$ cat config.mk
export PLATFORM = sky130hd
export DESIGN_NAME = multichannel_biquad_flat
export DESIGN_NICKNAME = d
export VERILOG_FILES = /design/src/rtl/multichannel_biquad_pkg.sv /design/src/rtl/multichannel_biquad_if.sv /design/src/rtl/multichannel_biquad_coef_rom.sv /design/src/rtl/multichannel_biquad.sv /design/src/flat_wrapper.sv
export SDC_FILE = /design/constraint.sdc
export NUM_CORES = 2
export LEC_CHECK = 0
export BUFFER_PORTS_ARGS = -buffer_cell sky130_fd_sc_hd__buf_2
export CAP_MARGIN = 0
export CELL_PAD_IN_SITES_DETAIL_PLACEMENT = 2
export CELL_PAD_IN_SITES_GLOBAL_PLACEMENT = 2
export CORE_UTILIZATION = 30
export CTS_CLUSTER_DIAMETER = 200
export DETAILED_ROUTE_END_ITERATION = 16
export PLACE_DENSITY = 0.69
export SYNTH_ARGS = -nofsm -noshare
export SYNTH_HDL_FRONTEND = slang
export SYNTH_SLANG_ARGS = --single-unit
$ cat constraint.sdc
create_clock -name clk_144 -period 12.48 [get_ports clk_144]
set_input_delay 2.496 -clock clk_144 [delete_from_list [all_inputs] [get_ports clk_144]]
set_output_delay 2.496 -clock clk_144 [all_outputs]
set_load 0.01 [all_outputs]
$ cat src/rtl/multichannel_biquad_pkg.sv
// Shared types, coefficient tables and fixed-point helpers for the
// multichannel biquad. Coefficients are Q4.14 and sized by COEF_W.
package biquad_pkg;

    localparam int DATA_W    = 16;
    localparam int COEF_W    = 18;
    localparam int COEF_FRAC = 14;
    localparam int SEL_W     = 3;
    localparam int ACC_W     = DATA_W + COEF_W + 3;

    typedef struct packed {
        logic signed [COEF_W-1:0] b0;
        logic signed [COEF_W-1:0] b1;
        logic signed [COEF_W-1:0] b2;
        logic signed [COEF_W-1:0] a1;
        logic signed [COEF_W-1:0] a2;
    } coef_t;

    typedef enum logic [1:0] {
        BYPASS   = 2'd0,
        LOWPASS  = 2'd1,
        HIGHPASS = 2'd2
    } mode_t;

    typedef enum logic [1:0] {
        S_IDLE = 2'd0,
        S_CALC = 2'd1,
        S_OUT  = 2'd2
    } state_t;

    localparam coef_t COEF_UNITY = '{18'sd16384, 18'sd0, 18'sd0, 18'sd0, 18'sd0};

    // Lowpass entries 1..6 use a real double pole (0.75 down to 0) with unity
    // DC gain; entry 7 is a flat x4 gain used to exercise output clamping.
    localparam coef_t COEF_LP [2**SEL_W] = '{
        '{18'sd16384, 18'sd0,     18'sd0,     18'sd0,      18'sd0},
        '{18'sd256,   18'sd512,   18'sd256,   -18'sd24576, 18'sd9216},
        '{18'sd576,   18'sd1152,  18'sd576,   -18'sd20480, 18'sd6400},
        '{18'sd1024,  18'sd2048,  18'sd1024,  -18'sd16384, 18'sd4096},
        '{18'sd1600,  18'sd3200,  18'sd1600,  -18'sd12288, 18'sd2304},
        '{18'sd2304,  18'sd4608,  18'sd2304,  -18'sd8192,  18'sd1024},
        '{18'sd4096,  18'sd8192,  18'sd4096,  18'sd0,      18'sd0},
        '{18'sd65536, 18'sd0,     18'sd0,     18'sd0,      18'sd0}
    };

    // Highpass entries share the lowpass poles; numerator k*(1,-2,1) gives an
    // exact DC zero and unity gain at Nyquist.
    localparam coef_t COEF_HP [2**SEL_W] = '{
        '{18'sd16384, 18'sd0,      18'sd0,     18'sd0,      18'sd0},
        '{18'sd12544, -18'sd25088, 18'sd12544, -18'sd24576, 18'sd9216},
        '{18'sd10816, -18'sd21632, 18'sd10816, -18'sd20480, 18'sd6400},
        '{18'sd9216,  -18'sd18432, 18'sd9216,  -18'sd16384, 18'sd4096},
        '{18'sd7744,  -18'sd15488, 18'sd7744,  -18'sd12288, 18'sd2304},
        '{18'sd6400,  -18'sd12800, 18'sd6400,  -18'sd8192,  18'sd1024},
        '{18'sd4096,  -18'sd8192,  18'sd4096,  18'sd0,      18'sd0},
        '{18'sd65536, 18'sd0,      18'sd0,     18'sd0,      18'sd0}
    };

    localparam logic signed [ACC_W-1:0] RND_HALF = ACC_W'(1 << (COEF_FRAC - 1));
    localparam logic signed [ACC_W-1:0] SAT_MAX  = ACC_W'((1 << (DATA_W - 1)) - 1);
    localparam logic signed [ACC_W-1:0] SAT_MIN  = ACC_W'(-(1 << (DATA_W - 1)));

    // Round half up, drop the fractional bits, clamp to the sample range.
    function automatic logic signed [DATA_W-1:0] sat_round(input logic signed [ACC_W-1:0] acc);
        logic signed [ACC_W-1:0] r;
        r = (acc + RND_HALF) >>> COEF_FRAC;
        if (r > SAT_MAX) begin
            return DATA_W'(SAT_MAX);
        end
        if (r < SAT_MIN) begin
            return DATA_W'(SAT_MIN);
        end
        return DATA_W'(r);
    endfunction

    // Mode codes 0 and 3 both pass samples straight through.
    function automatic logic is_bypass(input logic [1:0] m);
        return !((m == LOWPASS) || (m == HIGHPASS));
    endfunction

endpackage

$ cat src/rtl/multichannel_biquad_if.sv
// Sample-frame handshake between the source, the biquad and the gain stage.
interface multichannel_biquad_if #(
    parameter int NUM_CH = 2
) ();

    logic [1:0]                                 mode;
    logic [biquad_pkg::SEL_W-1:0]               filter;
    logic                                       in_valid;
    logic                                       in_ready;
    logic [NUM_CH*biquad_pkg::DATA_W-1:0]       in_data;
    logic                                       out_valid;
    logic [NUM_CH*biquad_pkg::DATA_W-1:0]       out_data;

    modport master (
        output mode, filter, in_valid, in_data,
        input  in_ready, out_valid, out_data
    );

    modport slave (
        input  mode, filter, in_valid, in_data,
        output in_ready, out_valid, out_data
    );

endinterface

$ cat src/rtl/multichannel_biquad_coef_rom.sv
// Combinational coefficient lookup keyed by the latched {mode, filter}.
module biquad_coef_rom
    import biquad_pkg::*;
(
    input  logic [1:0]       mode,
    input  logic [SEL_W-1:0] filter,
    output coef_t            coef
);

    // Bypass codes get unity; the datapath ignores the MAC result then anyway.
    always_comb begin
        coef = COEF_UNITY;
        if (mode == LOWPASS) begin
            coef = COEF_LP[filter];
        end else if (mode == HIGHPASS) begin
            coef = COEF_HP[filter];
        end
    end

endmodule

$ cat src/rtl/multichannel_biquad.sv
// Time-multiplexed Direct Form I biquad: one channel per CALC cycle, a
// single shared MAC, per-channel x/y histories and a frame handshake.
module multichannel_biquad
    import biquad_pkg::*;
#(
    parameter int NUM_CH = 2
) (
    input  logic                 clk_144,
    input  logic                 reset_n,
    multichannel_biquad_if.slave bus
);

    localparam int CH_W = (NUM_CH > 1) ? $clog2(NUM_CH) : 1;
    localparam logic [CH_W-1:0] LAST_CH = CH_W'(NUM_CH - 1);

    typedef logic signed [DATA_W-1:0] sample_t;

    state_t                     state_reg, state_next;
    logic [CH_W-1:0]            ch_reg, ch_next;
    logic [NUM_CH*DATA_W-1:0]   frame_data_reg;
    logic [SEL_W+1:0]           frame_sel_reg;
    logic                       hist_clr_reg;
    sample_t                    x1_reg  [NUM_CH];
    sample_t                    x2_reg  [NUM_CH];
    sample_t                    y1_reg  [NUM_CH];
    sample_t                    y2_reg  [NUM_CH];
    sample_t                    out_reg [NUM_CH];
    logic [NUM_CH*DATA_W-1:0]   out_packed;

    logic                       ready;
    logic                       pulse;
    logic                       accept;
    logic                       bypass;
    coef_t                      coef;
    sample_t                    x_cur, x1_eff, x2_eff, y1_eff, y2_eff, y_filt, y_cur;
    logic signed [ACC_W-1:0]    acc;

    assign accept        = bus.in_valid & ready;
    assign bus.in_ready  = ready;
    assign bus.out_valid = pulse;
    assign bus.out_data  = out_packed;

    // State and channel counter registers.
    always_ff @(posedge clk_144 or negedge reset_n) begin
        if (!reset_n) begin
            state_reg <= S_IDLE;
            ch_reg    <= '0;
        end else begin
            state_reg <= state_next;
            ch_reg    <= ch_next;
        end
    end

    // Next-state logic; OUT also accepts so frames can stream back to back.
    always_comb begin
        state_next = state_reg;
        ch_next    = ch_reg;
        ready      = 1'b0;
        pulse      = 1'b0;
        case (state_reg)
            S_IDLE: begin
                ready = 1'b1;
                if (bus.in_valid) begin
                    state_next = S_CALC;
                    ch_next    = '0;
                end
            end
            S_CALC: begin
                if (ch_reg == LAST_CH) begin
                    state_next = S_OUT;
                end else begin
                    ch_next = ch_reg + 1'b1;
                end
            end
            S_OUT: begin
                ready = 1'b1;
                pulse = 1'b1;
                if (bus.in_valid) begin
                    state_next = S_CALC;
                    ch_next    = '0;
                end else begin
                    state_next = S_IDLE;
                end
            end
            default: begin
                state_next = S_IDLE;
                ch_next    = '0;
            end
        endcase
    end

    biquad_coef_rom u_coef_rom (
        .mode   (frame_sel_reg[SEL_W+1:SEL_W]),
        .filter (frame_sel_reg[SEL_W-1:0]),
        .coef   (coef)
    );

    // Shared MAC for the channel selected by ch_reg; a changed {mode, filter}
    // masks the stored histories so the new response starts from rest.
    always_comb begin
        x_cur  = frame_data_reg[ch_reg*DATA_W +: DATA_W];
        x1_eff = hist_clr_reg ? '0 : x1_reg[ch_reg];
        x2_eff = hist_clr_reg ? '0 : x2_reg[ch_reg];
        y1_eff = hist_clr_reg ? '0 : y1_reg[ch_reg];
        y2_eff = hist_clr_reg ? '0 : y2_reg[ch_reg];
        acc    = ACC_W'($signed(coef.b0)) * ACC_W'(x_cur)
               + ACC_W'($signed(coef.b1)) * ACC_W'(x1_eff)
               + ACC_W'($signed(coef.b2)) * ACC_W'(x2_eff)
               - ACC_W'($signed(coef.a1)) * ACC_W'(y1_eff)
               - ACC_W'($signed(coef.a2)) * ACC_W'(y2_eff);
        y_filt = sat_round(acc);
        bypass = is_bypass(frame_sel_reg[SEL_W+1:SEL_W]);
        y_cur  = bypass ? x_cur : y_filt;
    end

    // Frame capture on handshake; per-channel history and output update in CALC.
    always_ff @(posedge clk_144 or negedge reset_n) begin
        if (!reset_n) begin
            frame_data_reg <= '0;
            frame_sel_reg  <= '0;
            hist_clr_reg   <= 1'b0;
            for (int i = 0; i < NUM_CH; i++) begin
                x1_reg[i]  <= '0;
                x2_reg[i]  <= '0;
                y1_reg[i]  <= '0;
                y2_reg[i]  <= '0;
                out_reg[i] <= '0;
            end
        end else begin
            if (accept) begin
                frame_data_reg <= bus.in_data;
                frame_sel_reg  <= {bus.mode, bus.filter};
                hist_clr_reg   <= ({bus.mode, bus.filter} != frame_sel_reg);
            end
            if (state_reg == S_CALC) begin
                out_reg[ch_reg] <= y_cur;
                if (bypass) begin
                    x1_reg[ch_reg] <= '0;
                    x2_reg[ch_reg] <= '0;
                    y1_reg[ch_reg] <= '0;
                    y2_reg[ch_reg] <= '0;
                end else begin
                    x2_reg[ch_reg] <= x1_eff;
                    x1_reg[ch_reg] <= x_cur;
                    y2_reg[ch_reg] <= y1_eff;
                    y1_reg[ch_reg] <= y_cur;
                end
            end
        end
    end

    // Channel 0 lands in the least significant slice.
    for (genvar gi = 0; gi < NUM_CH; gi++) begin : g_out
        assign out_packed[gi*DATA_W +: DATA_W] = out_reg[gi];
    end

endmodule

$ cat src/flat_wrapper.sv
// flat-port wrapper written by rule: the top's interface ports become plain ports
module multichannel_biquad_flat import biquad_pkg::*;
#(
    parameter int NUM_CH = 2
)
  (clk_144, reset_n, bus_mode, bus_filter, bus_in_valid, bus_in_data, bus_in_ready, bus_out_valid, bus_out_data);
  multichannel_biquad_if #(.NUM_CH(NUM_CH)) bus_i ();
  input  logic clk_144;
  input  logic reset_n;
  input wire logic [$bits(bus_i.mode)-1:0] bus_mode;
  input wire logic [$bits(bus_i.filter)-1:0] bus_filter;
  input wire logic [$bits(bus_i.in_valid)-1:0] bus_in_valid;
  input wire logic [$bits(bus_i.in_data)-1:0] bus_in_data;
  output wire logic [$bits(bus_i.in_ready)-1:0] bus_in_ready;
  output wire logic [$bits(bus_i.out_valid)-1:0] bus_out_valid;
  output wire logic [$bits(bus_i.out_data)-1:0] bus_out_data;
  assign bus_i.mode = bus_mode;
  assign bus_i.filter = bus_filter;
  assign bus_i.in_valid = bus_in_valid;
  assign bus_i.in_data = bus_in_data;
  assign bus_in_ready = bus_i.in_ready;
  assign bus_out_valid = bus_i.out_valid;
  assign bus_out_data = bus_i.out_data;
  multichannel_biquad #(.NUM_CH(NUM_CH)) u_core (.clk_144(clk_144), .reset_n(reset_n), .bus(bus_i));
endmodule
==> impl_metrics.tcl <==
set metrics [dict create \
    syn_area_per_cell_sq_um 9.159 \
    r2r_end "u_core.bus.out_data[14]" \
    skew_ns 0.02540 \
    cpMostUsedCell "fa_1" \
    die_w_um 357.3 \
    num_rows 130 \
    r2r_slack_ns 0.47 \
    synth_nets 5321 \
    hpwl_mm 113.5 \
    tightest_slew_ns 0.9300 \
    r2r_cells 42 \
    grt_start_max_net_pins 89 \
    crit_path_end_kind "register" \
    worstHoldStart "u_core.x1_reg[24]" \
    io_pins 74 \
    htreeDepth 1 \
    clock_sinks 201 \
    arrival_ns 12.45 \
    grt_pass1_wl_mm 205.9 \
    drt_pass1_iterations 5 \
    synth-async-reset-ratio 1.000 \
    coreArea_sq_um 125400 \
    timing_hold_violations_final 0 \
    slowest_delay_ns 0.57 \
    grt-ovfl-total 0 \
    ys_seq_area_frac 0.1328 \
    most-common-layout-cells "inv_1 (778), fa_1 (582), ha_1 (560), nor2_1 (436), nand2_1 (351)" \
    status "finished clean" \
    min_to "u_core.x1_reg[24]" \
    detail_route.vias_per_cell 4.952 \
    grt_pass1_vias 33490 \
    critPathMaxFanout 9 \
    drive_gt1_frac 0.1076 \
    clockBufferDepth 3 \
    hold_depth 2 \
    hold_buffers 0 \
    nets 5457 \
    maxSlewViolCount 0 \
    antenna_found_initial 7 \
    dieArea_sq_um 127700 \
    crit_required_ns 12.92 \
    cts-root-buf "clkbuf_16" \
    final_util 0.3375 \
    yosys_warnings 0 \
    grtUsageTotal 0.2146 \
    initial_core_util 0.3021 \
    syn_area_sq_um 37880 \
    wl_mm 134.5 \
    drc 0 \
    cts_tree "built" \
    cp-startpoint "u_core.frame_sel_reg[4]" \
    clk_pin_slew_worst_paths_ns 0.06 \
    holdCritPathClass "reg2reg" \
    synth_edf_count 0 \
    max_freq_mhz 83.25 \
    syn_to_final_growth_pct 11.73 \
    die_h_um 357.3 \
    period_minus_slack_ns 12.01 \
    synth_cells 4136 \
    clock_latency_ns 0.61 \
    postSynthRegisterBits 201 \
    cts_buffers 28 \
    port_buffers 73 \
    yosysUniqueCellTypes 77 \
    critical_path_class "reg2reg" \
    final_common_cell "inv_1" \
    ys.flop_type "dfrtp_1" \
    r2r-start "u_core.frame_sel_reg[4]" \
    rsz0062_at_grt "no" \
    maxCapViolCount 0 \
    setup_violations 0 \
    vias 29440 \
    cp_slowest_cell "fa_1" \
    drt_iter0_markers 1184 \
    routedWlPerCell_um 22.62 \
    antenna_left 0 \
    place.gp.congestion 0.8476 \
    whs_ns 0.4663 \
    relSlewSlack 0.3800 \
    fin_crit_sh 0.9625 \
    critPathLaunchType "register" \
]
## Yosys cell counts (all sizes together), types with 3 or more instances
master	number	area (sq um)
o21bai	10	75.07
and2	11	68.82
a31oi	7	43.79
xor2	46	402.9
a21oi	167	843.3
a2111oi	6	77.57
and3	11	68.82
o31ai	67	503.0
o31a	3	35.04
fa	583	11670
a211oi	6	57.56
or2	87	544.3
o21a	22	165.2
xnor2	103	902.1
inv	780	2928
nand3b	35	262.8
clkbuf	112	420.4
or3	31	193.9
a221oi	10	87.58
o211ai	5	37.54
nand3	45	225.2
o21ai	91	455.4
mux2	39	439.2
a41oi	5	43.79
a22oi	6	45.04
a21o	32	240.2
nor3	46	252.7
a21boi	3	22.52
o41a	6	67.56
nor2	443	1678
ha	562	7032
nor2b	24	150.1
mux2i	80	800.8
a22o	4	35.03
dfrtp	201	5030
nand4	5	31.28
a211o	5	43.79
nand2b	30	187.7
buf	25	126.4
nand2	354	1329
## worst max-delay path, delay by kind of cell, from the launching register on
family,cells,cell delay (ns)
XOR/XNOR,1,0.43
AO/OA/AOI/OAI,11,2.95
AND/OR/NAND/NOR,10,1.90
buffers and inverters,7,0.54
multiplexers,1,0.38
flip-flops,1,0.42
adder cells (fa/ha/maj),12,5.21
## logic make-up (layout without fill, tap and decap cells)
group	after synthesis	in the layout	share of synthesized area
and+or+nand+nor	1132	1132	0.1343
muxes	119	119	0.03273
buffers and inverters	918	1075	0.09182
xor gates and xnor gates	149	149	0.03445
other	0	2	0
adders and majority gates	1145	1145	0.4937
AOI/OAI and AO/OA	472	472	0.08013
DFF	201	201	0.1328
## worst max-delay path by stage
stage	to	slack, ns	cells past startpoint
3_3_place_gp	u_core.bus.out_data[13]	0.30	46
6_report	u_core.bus.out_data[14]	0.47	42
5_1_grt	u_core.bus.out_data[14]	0.01	41
2_1_floorplan	u_core.bus.out_data[1]	0.80	47
3_5_place_dp	u_core.bus.out_data[9]	-0.06	46
4_1_cts	u_core.bus.out_data[9]	0.008	46
## what timing repair did
item,in CTS,in global routing
pin swaps,0,2
endpoints found under the setup margin,60,64
resized for setup,3,32
cloned,0,0
setup buffers,0,7
## layer usage
layer	part of all wire	vias up	routed length [um]	track usage
met2	0.47	426	63810	0.3580
met1	0.46	15480	62200	0.2939
met3	0.032	154	4306	0.02240
met4	0.031	2	4154	0.05855
li1	-	13380	-	-
met5	0.00015	-	20	0
## per-stage QoR
| step | cells | setup slack (ns) | cell area [sq um] | setup TNS, ns |
|---|---|---|---|---|
| floorplan | 4136 | 0.8045 | 37880 | 0 |
| global placement | 5885 | 0.2953 | 41170 | 0 |
| detailed placement | 5885 | -0.06456 | 41170 | -0.3784 |
| CTS | 5936 | 0.008488 | 42130 | 0 |
| global route | 5943 | 0.01307 | 42320 | 0 |
| finish | 5945 | 0.4678 | 42320 | 0 |
## cell type report
| cell class | instances | area, sq um |
|---|---|---|
| Inverter | 781 | 2932 |
| Clock inverter | 12 | 158.9 |
| Timing Repair Buffer | 243 | 1789 |
| Fill cell | 13960 | 83090 |
| Antenna cell | 2 | 5.005 |
| Clock buffer | 39 | 793.3 |
| Sequential cell | 201 | 5039 |
| Tap cell | 1650 | 2064 |
| Multi-Input combinational cell | 3017 | 29540 |
Power is left out: the tool's default activity adds up to more than one toggle a clock period on the data nets, which glitch-free logic cannot reach.
